==> src/rtl/mem_seq_ctrl.sv <==
// Sequences EXE/MEM loads, 32-bit stores and 64-bit stores (as two 32-bit beats) onto a
// single-beat data memory port; 2 cycles min per 32-bit access, 3 per 64-bit; Stall holds the pipe until the last beat.
module mem_seq_ctrl #(
   parameter int TIMEOUT = 15
) (
   input  logic        Clk,
   input  logic        Reset,
   input  logic        MemRead,
   input  logic        MemWrite,
   input  logic        MemWrite64,
   input  logic [31:0] Adrs_MEM,
   input  logic [31:0] Rt_data_MEM,
   input  logic [63:0] Rt_data64_MEM,
   input  logic        Mem_ready,
   input  logic [31:0] Mem_rdata,
   output logic        Mem_req,
   output logic        Mem_we,
   output logic [31:0] Mem_addr,
   output logic [31:0] Mem_wdata,
   output logic        Stall,
   output logic [31:0] Rdata_MEM,
   output logic        Align_err,
   output logic        Timeout_err
);

   localparam logic [3:0] TO_CNT = 4'(TIMEOUT);

   typedef enum logic [2:0] {
      S_IDLE = 3'd0,
      S_RD   = 3'd1,
      S_WR   = 3'd2,
      S_W64L = 3'd3,
      S_W64H = 3'd4
   } state_t;

   state_t      state_q, state_d;
   logic [3:0]  wait_cnt_q, wait_cnt_d;
   logic [31:0] adrs_q, adrs_d;
   logic [31:0] wdata_q, wdata_d;
   logic [63:0] wdata64_q, wdata64_d;
   logic [31:0] rdata_q, rdata_d;

   logic req_any;
   logic misalign;
   logic in_beat;
   logic timed_out;

   assign req_any   = MemRead | MemWrite | MemWrite64;
   assign misalign  = MemWrite64 & (Adrs_MEM[2:0] != 3'd0);
   assign in_beat   = (state_q != S_IDLE);
   assign timed_out = in_beat & ~Mem_ready & (wait_cnt_q == TO_CNT);

   always_ff @(posedge Clk) begin
      if (Reset) begin
         state_q    <= S_IDLE;
         wait_cnt_q <= 4'd0;
         adrs_q     <= 32'd0;
         wdata_q    <= 32'd0;
         wdata64_q  <= 64'd0;
         rdata_q    <= 32'd0;
      end else begin
         state_q    <= state_d;
         wait_cnt_q <= wait_cnt_d;
         adrs_q     <= adrs_d;
         wdata_q    <= wdata_d;
         wdata64_q  <= wdata64_d;
         rdata_q    <= rdata_d;
      end
   end

   always_comb begin
      state_d = state_q;
      case (state_q)
         S_IDLE: begin
            if (MemWrite64) begin
               if (!misalign) state_d = S_W64L;
            end else if (MemWrite) begin
               state_d = S_WR;
            end else if (MemRead) begin
               state_d = S_RD;
            end
         end
         S_W64L: begin
            if (Mem_ready)      state_d = S_W64H;
            else if (timed_out) state_d = S_IDLE;
         end
         S_RD, S_WR, S_W64H: begin
            if (Mem_ready || timed_out) state_d = S_IDLE;
         end
         default: state_d = S_IDLE;
      endcase
   end

   // Every beat entry follows either IDLE or a completed beat, so clearing on those covers entry.
   always_comb begin
      wait_cnt_d = 4'd0;
      if (in_beat && !Mem_ready && !timed_out) wait_cnt_d = wait_cnt_q + 4'd1;

      adrs_d    = adrs_q;
      wdata_d   = wdata_q;
      wdata64_d = wdata64_q;
      if (state_q == S_IDLE && req_any) begin
         adrs_d    = Adrs_MEM;
         wdata_d   = Rt_data_MEM;
         wdata64_d = Rt_data64_MEM;
      end

      rdata_d = rdata_q;
      if (state_q == S_RD && Mem_ready) rdata_d = Mem_rdata;
   end

   always_comb begin
      Mem_req     = 1'b0;
      Mem_we      = 1'b0;
      Mem_addr    = adrs_q;
      Mem_wdata   = 32'd0;
      Stall       = 1'b0;
      Align_err   = 1'b0;
      Timeout_err = 1'b0;
      case (state_q)
         S_IDLE: begin
            Align_err = misalign;
            Stall     = req_any & ~misalign;
         end
         S_RD: begin
            Mem_req     = 1'b1;
            Stall       = ~Mem_ready & ~timed_out;
            Timeout_err = timed_out;
         end
         S_WR: begin
            Mem_req     = 1'b1;
            Mem_we      = 1'b1;
            Mem_wdata   = wdata_q;
            Stall       = ~Mem_ready & ~timed_out;
            Timeout_err = timed_out;
         end
         S_W64L: begin
            Mem_req     = 1'b1;
            Mem_we      = 1'b1;
            Mem_wdata   = wdata64_q[31:0];
            Stall       = ~timed_out;
            Timeout_err = timed_out;
         end
         S_W64H: begin
            Mem_req     = 1'b1;
            Mem_we      = 1'b1;
            Mem_addr    = adrs_q + 32'd4;
            Mem_wdata   = wdata64_q[63:32];
            Stall       = ~Mem_ready & ~timed_out;
            Timeout_err = timed_out;
         end
         default: ;
      endcase
   end

   assign Rdata_MEM = rdata_q;

endmodule

==> config.mk <==
export PLATFORM = sky130hd
export DESIGN_NAME = mem_seq_ctrl
export DESIGN_NICKNAME = d
export VERILOG_FILES = /design/src/rtl/mem_seq_ctrl.sv
export SDC_FILE = /design/constraint.sdc
export NUM_CORES = 1
export LEC_CHECK = 0
export CAP_MARGIN = 25
export CORE_ASPECT_RATIO = 0.7
export CORE_MARGIN = 4
export CORE_UTILIZATION = 55
export CTS_CLUSTER_DIAMETER = 100
export DETAILED_ROUTE_END_ITERATION = 16
export DONT_BUFFER_PORTS = 1
export PLACE_DENSITY_LB_ADDON = 0.2
export SLEW_MARGIN = 10
export SYNTH_ARGS = -nofsm -noshare
export SYNTH_HDL_FRONTEND = slang
export SYNTH_SLANG_ARGS = --single-unit
==> constraint.sdc <==
create_clock -name Clk -period 2 [get_ports Clk]
set_input_delay 0.1 -clock Clk [delete_from_list [all_inputs] [get_ports Clk]]
set_output_delay 0.1 -clock Clk [all_outputs]
set_load 0.05 [all_outputs]
==> flow_summary.json <==
{
  "power_leakage_nw": 4.29,
  "nNetsFinal": 1216,
  "clock_path_buffers": 2,
  "highest_layer": "met4",
  "via_per_inst": 6.12,
  "ant_nets": 0,
  "violations": "hold timing, setup timing",
  "track_usage": 0.309,
  "numCtsBuffers": 17,
  "antenna_found_initial": 0,
  "grt_start_max_net_pins": 165,
  "wl_um": 27100,
  "syn_nets": 1117,
  "worst_slew_pin_slew_ns": 0.989,
  "synth.yosys.seq_area_share": 0.470,
  "clock_sinks": 167,
  "final.period_utilization": 1.24,
  "maxSlewHeadroom": 0.335,
  "critPathMaxFanout": 5,
  "whs_ns": -0.249,
  "vias": 7485,
  "status": "complete, but fails checks",
  "clock.fmax_ghz": 0.404,
  "wl_met3_um": 2770,
  "cap_violations": 0,
  "drt_iter0_drc": 737,
  "fillers": 636,
  "die_w_um": 144,
  "ys.flop_type": "dfxtp_1",
  "required_ns": 1.90,
  "hold_viol": 161,
  "ys_ff_latch": 167,
  "core_sq_um": 12500,
  "h-tree-depth": 4,
  "initial_core_util": 0.567,
  "io_pins": 267,
  "synth-edff-count": 0,
  "synthToLayoutAreaGrowth_pct": 50.3,
  "dp_hpwl_um": 15400,
  "utilization": 0.853,
  "die_h_um": 103,
  "netlist.area_leader.share": 0.470,
  "num_rows": 34,
  "cts_tree": "done",
  "portBuffers": 0,
  "start_kind": "flip-flop",
  "max-vdd-ir-drop_mv": 0.580,
  "path_clk_slew_ns": 0.07,
  "overflow": 0,
  "endpoint_kind": "primary output",
  "yosys-top-cells-count": "369 x nand2_1, 167 x dfxtp_1, 162 x a21oi_1",
  "first_global_vias": 7022,
  "diodes": 0,
  "cp.arrival_ns": 2.37,
  "gp_congestion": 0.888,
  "grt_pass1_wl_um": 35800,
  "drt-pass1-iter-count": 6,
  "m1WireLength_um": 9780,
  "final_cell_area_sq_um": 10700,
  "drv_slew": 0,
  "synth_most_common_cell": "nand2_1",
  "setup_slack_ns": -0.473,
  "route.detailed.drc": 0,
  "dieArea_sq_um": 14900,
  "cts-root-buf": "clkbuf_16",
  "synth_area_leaders": "dfxtp_1 47%, nand2_1 19%, a21oi_1 11%, mux2i_1 4.5%, xor2_1 2.7%",
  "place_area_sq_um": 9250,
  "p_per_area_nw_per_um2": 873,
  "clk_latency_ns": 0.43,
  "finalSetupViolCount": 38,
  "min_period_ns": 2.47,
  "hold_class": "in -> reg",
  "drive_gt1_frac": 0.260,
  "ys_types": 38,
  "skew_ns": 0.0142,
  "wl_per_cell_um": 22.1,
  "netlist_area_sq_um": 7120,
  "synth.avg_cell_area_sq_um": 7.50,
  "rsz0062_at_grt": "yes",
  "ys.warnings.count": 0,
  "synth_top_area_cell": "dfxtp_1",
  "critPathKind": "reg -> out",
  "wl_met2_um": 13200,
  "async_reset_ff_frac": 0,
  "synthCells": 949
}
power breakdown:
part           switching (mW)  internal, mW
clock network            1.58          1.81
registers               0.293          3.60
logic                    1.23         0.825
layer usage:
layer,track usage,vias to the layer above
li1,-,3314
met1,0.369,3549
met4,0.129,0
met2,0.524,508
met3,0.0938,114
met5,0,-
metrics by stage:
step	setup TNS, ns	instances	setup WS (ns)	power (mW)
after global placement	0	1141	0.0212	5.71
after global routing	-12.38	1223	-0.509	9.61
after CTS	-8.02	1185	-0.400	9.12
after floorplan	-3.11	949	-0.412	5.11
after detailed placement	-0.524	1141	-0.0413	5.79
final	-8.37	1223	-0.473	9.34
worst max-delay path: stages, from the launching register on:
cell and delay [ns]:
dfxtp_4 0.41, ha_4 0.15, nand3_2 0.13, or2_4 0.31, buf_12 0.15, nor4_4 0.40, xor2_4 0.22, buf_12 0.16
cell families (layout without fill, tap and decap cells):
logic type | count (synthesis) | count (layout) | synth area share
AOI/OAI and AO/OA | 204 | 204 | 0.147
xor gates and xnor gates | 32 | 32 | 0.0394
adders and majority gates | 2 | 2 | 0.00352
buffers and inverters | 77 | 189 | 0.0471
DFF | 167 | 167 | 0.470
muxes | 32 | 32 | 0.0450
and+or+nand+nor | 435 | 435 | 0.248
what timing repair did:
item | 4_1_cts | 5_1_grt
gates cloned | 1 | 1
resized for setup | 44 | 35
hold buffers | 4 | 22
pin swaps | 30 | 21
setup buffers | 8 | 15
endpoints found under the setup margin | 82 | 97
endpoints found under the hold margin | 167 | 161
layout by cell type (no fill, tap or decap), types with 3 or more instances in the layout:
master         count
clkinv_8           3
nor4_4            15
dfxtp_2           10
dfxtp_4            6
xor2_4            15
inv_1              6
inv_6              3
nand3_1           10
buf_6             12
buf_8              3
buf_12            66
clkbuf_16         17
o21ai_2           30
dlygate4sd3_1     26
xnor2_1            3
xor2_2             5
nor2_4             6
nor3_4             3
inv_8              5
a21oi_1          162
nand3_2            4
mux2i_1           32
nor2_1             4
dfxtp_1          151
nand4_1            4
o21ai_1            3
nand2_1          368
xnor2_4            5
buf_4             44
and4_4             3
final cells by class:
cell class                      count  area, sq um  share of cell area
Clock buffer                       18          429              0.0401
Clock inverter                     14          179              0.0167
Inverter                            6         22.5             0.00211
Multi-Input combinational cell    705         4400               0.411
Sequential cell                   167         3380               0.316
Tap cell                          162          203              0.0189
Timing Repair Buffer              151         2090               0.196
final timing paths:
| check | to | cells after the start | startpoint | slack [ns] |
|---|---|---|---|---|
| setup / recovery | Mem_addr[26] | 7 | adrs_q[2] | -0.47 |
| hold / removal | wdata64_q[51] | 1 | Reset | -0.25 |
| setup reg to reg | state_q[1] | 6 | state_q[0] | -0.08 |
| hold reg to reg | wdata64_q[20] | 2 | wdata64_q[20] | 0.46 |
flip-flops by register name, indices dropped and copies added (netlist names):
signal      cells
Rdata_MEM      32
adrs_q         32
state_q         3
wait_cnt_q      4
wdata64_q      64
wdata_q        32
(Power assumes the default switching activity.)
